<file path="src/rtl/vram_write_arbiter.sv">
// Single-port vector RAM arbiter: shares the BRAM port between store-queue drains and
// vector-generator reads, with a starvation bound that guarantees the store queue makes progress.
module vram_write_arbiter #(
  parameter int unsigned STARVE_LIMIT = 4,
  parameter logic [15:0] VRAM_BASE    = 16'h2000,
  parameter int unsigned VRAM_AW      = 13
) (
  input  logic               clk,
  input  logic               rst,
  input  logic               sq_pending,
  output logic               sq_can_write,
  input  logic               sq_write,
  input  logic [7:0]         sq_data,
  input  logic [15:0]        sq_addr,
  input  logic               vg_req,
  input  logic [VRAM_AW-1:0] vg_addr,
  output logic               vg_ack,
  output logic               vg_rvalid,
  output logic [7:0]         vg_rdata,
  output logic [VRAM_AW-1:0] bram_addr,
  output logic [7:0]         bram_din,
  output logic               bram_we,
  input  logic [7:0]         bram_dout,
  output logic               drop_err
);

  typedef enum logic [1:0] {
    GNT_IDLE,
    GNT_VG,
    GNT_SQ
  } grant_t;

  localparam logic [3:0]  LIMIT    = 4'(STARVE_LIMIT);
  localparam logic [16:0] WIN_SIZE = 17'(1) << VRAM_AW;

  logic [3:0]  r_starve_cnt;
  logic        r_rd_pend;
  logic        r_drop_err;

  grant_t      w_grant;
  logic [16:0] w_off;
  logic        w_in_win;
  logic        w_sq_drop;

  // 17-bit subtraction: addresses below the base wrap to large values and fail the bound check.
  assign w_off    = {1'b0, sq_addr} - {1'b0, VRAM_BASE};
  assign w_in_win = (w_off < WIN_SIZE);

  always_comb begin
    w_grant = GNT_IDLE;
    if (rst) begin
      if (vg_req && !(sq_pending && (r_starve_cnt == LIMIT))) begin
        w_grant = GNT_VG;
      end else if (sq_pending) begin
        w_grant = GNT_SQ;
      end
    end
  end

  always_comb begin
    vg_ack       = 1'b0;
    sq_can_write = 1'b0;
    bram_we      = 1'b0;
    bram_addr    = '0;
    bram_din     = '0;
    w_sq_drop    = 1'b0;
    unique case (w_grant)
      GNT_VG: begin
        vg_ack    = 1'b1;
        bram_addr = vg_addr;
      end
      GNT_SQ: begin
        sq_can_write = 1'b1;
        if (sq_write) begin
          if (w_in_win) begin
            bram_we   = 1'b1;
            bram_addr = w_off[VRAM_AW-1:0];
            bram_din  = sq_data;
          end else begin
            w_sq_drop = 1'b1;
          end
        end
      end
      default: ;
    endcase
  end

  always_ff @(posedge clk) begin
    if (!rst) begin
      r_starve_cnt <= '0;
      r_rd_pend    <= 1'b0;
      r_drop_err   <= 1'b0;
    end else begin
      r_rd_pend <= (w_grant == GNT_VG);
      if (w_sq_drop) begin
        r_drop_err <= 1'b1;
      end
      if ((w_grant == GNT_SQ) || !sq_pending) begin
        r_starve_cnt <= '0;
      end else if ((w_grant == GNT_VG) && (r_starve_cnt < LIMIT)) begin
        r_starve_cnt <= r_starve_cnt + 4'd1;
      end
    end
  end

  // BRAM output is registered, so the data lines up with the cycle after the ack.
  assign vg_rvalid = r_rd_pend;
  assign vg_rdata  = r_rd_pend ? bram_dout : '0;
  assign drop_err  = r_drop_err;

endmodule

</file>
<file path="config.mk">
export PLATFORM = sky130hd
export DESIGN_NAME = vram_write_arbiter
export DESIGN_NICKNAME = d
export VERILOG_FILES = /design/src/rtl/vram_write_arbiter.sv
export SDC_FILE = /design/constraint.sdc
export NUM_CORES = 1
export LEC_CHECK = 0
export ABC_AREA = 1
export CORE_AREA = 2 2 59 50
export CTS_BUF_LIST = sky130_fd_sc_hd__clkbuf_4 sky130_fd_sc_hd__clkbuf_8
export DETAILED_ROUTE_END_ITERATION = 10
export DIE_AREA = 0 0 61 52
export PLACE_DENSITY = 0.82
export SYNTH_ARGS = -nofsm -noshare
export SYNTH_HDL_FRONTEND = slang
export SYNTH_SLANG_ARGS = --single-unit
</file>
<file path="constraint.sdc">
create_clock -name clk -period 3.9 [get_ports clk]
set_input_delay 0.39 -clock clk [delete_from_list [all_inputs] [get_ports clk]]
set_output_delay 0.39 -clock clk [all_outputs]
set_load 0.01 [all_outputs]
</file>
==> results of run 1 <==
-- kinds of logic after synthesis --
family | share of synthesized area [%]
and+or+nand+nor | 39.3
buffers and inverters | 23.8
AOI/OAI and AO/OA | 12.8
DFF | 17.1
adders and majority gates | 7.11
-- worst register-to-register path: stages (launching register included) --
cell and delay, ns:
dfxtp_1 0.36, inv_1 0.07, ha_1 0.19, nand4_1 0.10
nand2_1 0.06, nor2_1 0.13, ha_1 0.56, nand3_1 0.20
o21ai_0 0.18, nor2_1 0.06
-- state kept, by name (all words and copies together), names as in the netlist --
| signal | cells |
|---|---|
| drop_err | 1 |
| r_starve_cnt | 4 |
| vg_rvalid | 1 |
-- per-stage QoR --
stage	utilization, %	power (mW)	instance area (um2)	hold WS [ns]
after floorplan	-	0.0983	704	0.447
after global placement	58.1	0.161	1520	0.471
after detailed placement	58.1	0.162	1520	0.458
after global routing	59.0	0.232	1540	0.501
final	59.0	0.217	1540	0.469
after CTS	59.0	0.220	1540	0.469
-- power groups by stage --
stage          logic (mW)  registers (mW)  clock network, mW
2_1_floorplan      0.0332          0.0651                  0
3_3_place_gp       0.0958          0.0656                  0
3_5_place_dp       0.0967          0.0656                  0
4_1_cts            0.0971          0.0645             0.0582
5_1_grt             0.105          0.0646             0.0622
6_report           0.0962          0.0645             0.0566
-- per-layer routing --
metal,vias up,part of all wire [%],track usage (%)
li1,548,-,-
met1,393,44,19.2
met2,37,46,26.0
met3,0,10,5.72
met4,0,0,3.26
met5,-,0,0
-- final cells by class --
type | instances | share of cell area, %
well taps | 38 | 3.08
inverters | 28 | 6.81
multi-input cells | 82 | 27.0
repair buffers | 83 | 53.9
clock buffers | 3 | 1.46
flip-flops and latches | 6 | 7.79
-- placed cells by master, fill, tap and decap left out --
master	Yosys	layout
clkdlybuf4s50_1	0	83
inv_1	27	27
nand2_1	26	26
nor2_1	16	16
a21oi_1	16	16
nand4_1	14	14
dfxtp_1	6	6
ha_1	4	4
clkbuf_4	0	3
nand3_1	2	2
o21ai_0	2	2
inv_2	1	1
nor2_4	1	1
nand3_2	1	1
-- how the worst max path moves through the flow --
stage / depth (start not counted) / endpoint / startpoint / slack (ns)
after floorplan: 10 / bram_addr[0] / r_starve_cnt[0]$_SDFFE_PP0P_ / 1.86
after global placement: 9 / bram_din[7] / sq_pending / 0.95
after detailed placement: 9 / bram_din[3] / sq_pending / 0.93
after CTS: 9 / bram_din[3] / sq_pending / 0.94
after global routing: 9 / bram_addr[0] / r_starve_cnt[0]$_SDFFE_PP0P_ / 0.72
final: 9 / bram_din[6] / sq_pending / 0.95
==> impl_metrics.sql, run 1 <==
INSERT INTO impl_metrics (metric_group, metric, value, unit) VALUES
('run', 'maxCapViolCount', '0', ''),
('yosys', 'proportion_of_synthesized_chip_area_in_sequential_cells', '17.1', '%'),
('die', 'floorplan.die.height', '52', 'um'),
('route', 'ant_nets', '0', ''),
('grt', 'first_pass_grt_wire_length', '3750', 'um'),
('clock_tree', 'clock-root-buffer', 'clkbuf_4', ''),
('sta', 'setup-tns-final', '0', 'ns'),
('grt', 'grt_start_max_net_pins', '18', ''),
('die', 'core_area', '2620', 'um2'),
('grt', 'number_of_global_route_vias_before_repair', '845', ''),
('sta', 'worst_clock_skew', '0.00500', 'ns'),
('min_path', 'hold_path_end', 'drop_err$_SDFFE_PN0P_', ''),
('power_and_ir_drop', 'power_frac_comb', '44.3', '%'),
('yosys', 'postSynthCellCount', '124', ''),
('sta', 'post-route-period-util', '75.5', '%'),
('clock_tree', 'cts.hold.buffers_added', '0', ''),
('grt', 'global_route.usage.total', '15.6', '%'),
('final_layout', 'nFillCells', '247', ''),
('power_and_ir_drop', 'seq_power_share', '29.7', '%'),
('grt', 'globalRouteOverflowTotal', '0', ''),
('sta', 'slew_headroom', '60.5', '%'),
('critical_path', 'critical_path.slowest_cell', 'clkdlybuf4s50_1', ''),
('min_path', 'min_path_cells', '2', ''),
('critical_path', 'critPathKind', 'in -> out', ''),
('final_layout', 'multi_input_comb_area', '417', 'um2'),
('critical_path', 'required_worst_endpoint', '3.51', 'ns'),
('route', 'initial_drc_count', '44', ''),
('power_and_ir_drop', 'share_clk_of_total_power', '26.0', '%'),
('yosys', 'post_synth.cell_area_avg', '5.68', 'um2'),
('yosys', 'synthMostInstantiatedCell', 'inv_1', ''),
('final_layout', 'insertedDiodeCount', '0', ''),
('critical_path', 'crit_path_start_kind', 'input port', ''),
('clock_tree', 'clkSlewWorstSetupHoldPaths', '0.04', 'ns'),
('clock_tree', 'cts-root-to-sink-buffers', '2', ''),
('sta', 'timing_worst_slew_pin_value', '0.593', 'ns'),
('yosys', 'synth.yosys.warnings', '0', ''),
('power_and_ir_drop', 'switching_share', '26.5', '%'),
('critical_path', 'cp_common_cell', 'clkdlybuf4s50_1', ''),
('route', 'viasPerCell', '4.08', ''),
('status', 'outcome', 'completed', ''),
('power_and_ir_drop', 'power.internal', '0.160', 'mW'),
('die', 'initial_utilization', '26.9', '%'),
('critical_path', 'worst_path_largest_cell_delay', '0.55', 'ns'),
('clock_tree', 'cts-buffers-inserted', '3', ''),
('power_and_ir_drop', 'static-leakage-power', '0.659', 'nW'),
('clock_tree', 'clock_sinks', '6', ''),
('power_and_ir_drop', 'net-switching-power', '0.0577', 'mW'),
('yosys', 'synth_seq_cells', '6', ''),
('die', 'design.die.area', '3170', 'um2'),
('sta', 'period_minus_slack', '2.95', 'ns'),
('critical_path', 'r2r_setup_slack', '1.89', 'ns'),
('yosys', 'yosys_most_used_dff', 'dfxtp_1', ''),
('clock_tree', 'cts.repair_timing.setup_buffer_count', '0', ''),
('clock_tree', 'clock_insertion_delay_worst_skew', '0.24', 'ns'),
('yosys', 'post_synth_instance_area', '704', 'um2'),
('die', 'number_of_primary_i_o_pins', '84', ''),
('die', 'rows', '17', ''),
('final_layout', 'drive_gt1_share', '2.97', '%'),
('route', 'routed_wl', '2480', 'um'),
('sta', 'rsz0062_at_grt', 'false', ''),
('route', 'dr_total_vias', '978', ''),
('critical_path', 'worst_r2r_startpoint', 'r_starve_cnt[0]$_SDFFE_PP0P_', ''),
('route', 'drt_first_pass_iters', '4', ''),
('placement', 'placed_cells_incl_taps', '237', ''),
('yosys', 'synthDominantCellAreaShare', '17.1', '%'),
('final_layout', 'seq_area', '120', 'um2'),
('clock_tree', 'cts_max_level', '1', ''),
('power_and_ir_drop', 'power_density', '141', 'nW/um2'),
('grt', 'grt_antenna_before_repair', '0', ''),
('critical_path', 'critical_path.reg2reg.endpoint', 'r_starve_cnt[0]$_SDFFE_PP0P_', ''),
('clock_tree', 'tritoncts_clock_tree', 'done', '');
Note: power is estimated with default switching activity, not from simulation.
==> inputs of run 2 (changes only) <==
Settings changed: CORE_AREA 2 2 59 50 to 2 2 61 51, DIE_AREA 0 0 61 52 to 0 0 63 53, PLACE_DENSITY 0.82 to 0.78.
Clock period 3.9 ns to 2.9 ns, I/O delays scaled along.
==> run 2 against run 1 <==
Worst hold slack worse by 0.0058 ns. Highest routed layer unchanged. Sequential power up 34%. Setup slack worse by 0.76 ns.
==> impl_metrics.sql, run 2 (synthesized netlist as in run 1, its figures left out) <==
INSERT INTO impl_metrics (metric_group, metric, value, unit) VALUES
('clock_tree', 'cts.hold.buffers_added', '0', ''),
('power_and_ir_drop', 'static-leakage-power', '0.656', 'nW'),
('final_layout', 'insertedDiodeCount', '0', ''),
('clock_tree', 'clock_sinks', '6', ''),
('critical_path', 'crit_path_start_kind', 'flop', ''),
('placement', 'io_buffers', '83', ''),
('grt', 'number_of_global_route_vias_before_repair', '938', ''),
('route', 'remaining_drc_errors', '0', ''),
('status', 'outcome', 'completed', ''),
('final_layout', 'final_core_area_utilization', '57.8', '%'),
('min_path', 'hp-class', 'reg -> reg', ''),
('route', 'top_signal_layer_used', 'met3', ''),
('route', 'met3_length', '214', 'um'),
('die', 'die_width', '63', 'um'),
('critical_path', 'critPathCaptureType', 'primary output', ''),
('final_layout', 'flip_flop_count_of_the_largest_register_after_layout', '4', ''),
('route', 'post_drt_wl_per_cell', '10.6', 'um'),
('die', 'rows', '17', ''),
('route', 'ant_nets', '0', ''),
('sta', 'timing_worst_slew_pin_value', '0.556', 'ns'),
('sta', 'worst_clock_skew', '0.000677', 'ns'),
('critical_path', 'critical_path.slowest_cell', 'clkdlybuf4s50_1', ''),
('clock_tree', 'tritoncts_clock_tree', 'done', ''),
('final_layout', 'nFillCells', '266', ''),
('placement', 'gpl_congestion', '0.712', ''),
('min_path', 'holdCritStartpoint', 'drop_err$_SDFFE_PN0P_', ''),
('critical_path', 'rr_worst_depth', '9', ''),
('final_layout', 'top_register', 'r_starve_cnt', ''),
('route', 'viasPerCell', '4.20', ''),
('critical_path', 'crit_start', 'r_starve_cnt[0]$_SDFFE_PP0P_', ''),
('grt', 'grt_antenna_before_repair', '0', ''),
('critical_path', 'critical_path.reg2reg.endpoint', 'r_starve_cnt[0]$_SDFFE_PP0P_', ''),
('final_layout', 'seq_area', '120', 'um2'),
('final_layout', 'most-common-layout-cells', '83 x clkdlybuf4s50_1, 27 x inv_1, 26 x nand2_1', ''),
('final_layout', 'final_net_count', '258', ''),
('final_layout', 'layout-area-overhead-vs-synth', '122', '%'),
('sta', 'finalHoldViolCount', '0', ''),
('die', 'floorplan.die.height', '53', 'um'),
('power_and_ir_drop', 'vdd_drop_max', '0.111', 'mV'),
('grt', 'globalRouteOverflowTotal', '0', ''),
('power_and_ir_drop', 'power_density', '190', 'nW/um2'),
('route', 'met2RoutedLength', '1190', 'um'),
('grt', 'global_route.usage.total', '15.5', '%'),
('die', 'number_of_primary_i_o_pins', '84', ''),
('clock_tree', 'cts_max_level', '1', ''),
('route', 'wl_met1', '1150', 'um'),
('sta', 'hold-worst-slack', '0.463', 'ns'),
('placement', 'placement.setup.worst_slack', '0.0996', 'ns'),
('sta', 'post-route-period-util', '93.4', '%'),
('clock_tree', 'cts.repair_timing.setup_buffer_count', '0', ''),
('route', 'routed_wl', '2550', 'um'),
('sta', 'setup_ws_post_layout', '0.193', 'ns'),
('route', 'dr_total_vias', '1009', ''),
('critical_path', 'required_worst_endpoint', '2.61', 'ns'),
('final_layout', 'drive_gt1_share', '4.46', '%'),
('final_layout', 'final_common_cell', 'clkdlybuf4s50_1', ''),
('die', 'core_area', '2700', 'um2'),
('critical_path', 'crit_fanout', '17', ''),
('run', 'maxCapViolCount', '0', ''),
('clock_tree', 'clkSlewWorstSetupHoldPaths', '0.05', 'ns'),
('sta', 'finalMaxSlewViolations', '0', ''),
('clock_tree', 'clock_insertion_delay_worst_skew', '0.25', 'ns'),
('sta', 'slew_headroom', '62.8', '%'),
('sta', 'setup-tns-final', '0', 'ns'),
('clock_tree', 'clock-root-buffer', 'clkbuf_4', ''),
('sta', 'report.final.setup_viol', '0', ''),
('die', 'initial_utilization', '26.1', '%'),
('critical_path', 'critPathKind', 'reg -> out', ''),
('critical_path', 'critical_path.cell_chain', 'inv_1 > ha_1 > nand4_1 > nand2_1 > nor2_1 > ha_2 > nand2_1 > a21oi_1 > clkdlybuf4s50_1', ''),
('critical_path', 'critPathArrivalTime', '2.42', 'ns'),
('clock_tree', 'cts-root-to-sink-buffers', '2', ''),
('min_path', 'hold_path_end', 'drop_err$_SDFFE_PN0P_', ''),
('clock_tree', 'cts-buffers-inserted', '3', ''),
('placement', 'detail_placement_hpwl', '2030', 'um'),
('critical_path', 'worst_r2r_startpoint', 'r_starve_cnt[0]$_SDFFE_PP0P_', ''),
('sta', 'period_minus_slack', '2.71', 'ns'),
('route', 'drt_first_pass_iters', '2', ''),
('grt', 'grt_start_max_net_pins', '18', ''),
('final_layout', 'multi_input_comb_area', '433', 'um2'),
('min_path', 'min_path_cells', '2', ''),
('die', 'design.die.area', '3340', 'um2'),
('route', 'initial_drc_count', '30', ''),
('critical_path', 'worst_path_largest_cell_delay', '0.55', 'ns'),
('critical_path', 'cp_common_cell', 'nand2_1', ''),
('critical_path', 'r2r_setup_slack', '1.07', 'ns'),
('sta', 'timing.fmax', '369', 'MHz'),
('grt', 'first_pass_grt_wire_length', '4110', 'um');
## run 2: cell counts in the layout (fill, tap and decap cells not counted)
No cell type changed its count.
## run 2: worst max-delay path: cells and delay by family (launching register included)
family          cells  cell delay (ns)
buf+inv             2             0.61
fa+ha+maj           2             0.61
simple gates        4             0.42
flops               1             0.35
compound gates      1             0.17
## run 2: report_power, final
part	switching [mW]	leakage [nW]	internal, mW
Combinational	0.0472	0.593	0.0845
Sequential	0.00207	0.0486	0.0846
Clock	0.0321	0.0138	0.0469
## run 2: worst max path at each step
stage                     cells past startpoint           end
after floorplan                              10  bram_addr[0]
after global placement                        9   bram_din[2]
after detailed placement                      9   bram_din[3]
after CTS                                    10   bram_din[3]
after global routing                         10   bram_din[1]
final                                         9  bram_addr[0]
## run 2: metal layers
metal	vias up	global-route usage, %
li1	543	-
met1	421	19.0
met2	45	27.3
met3	0	4.47
met4	0	3.33
met5	-	0
## run 2: timing repair
item / 4_1_cts / 5_1_grt
gates resized for setup: 1 / 4
pin swaps: 0 / 0
hold endpoints to repair: 0 / 0
setup endpoints to repair: 1 / 22
## run 2: through the flow
stage | instances | total power, mW | instance area (um2)
after floorplan | 124 | 0.132 | 704
after global placement | 237 | 0.217 | 1520
after detailed placement | 237 | 0.218 | 1520
after CTS | 240 | 0.300 | 1550
after global routing | 240 | 0.319 | 1560
final | 240 | 0.297 | 1560
## run 2: area by class of cell
cell class,count,share of cell area [%]
clock buffer,3,1.44
timing repair buffer,83,53.2
tap,38,3.04
multi-input combinational,82,27.7
inverter,28,6.89
sequential,6,7.69
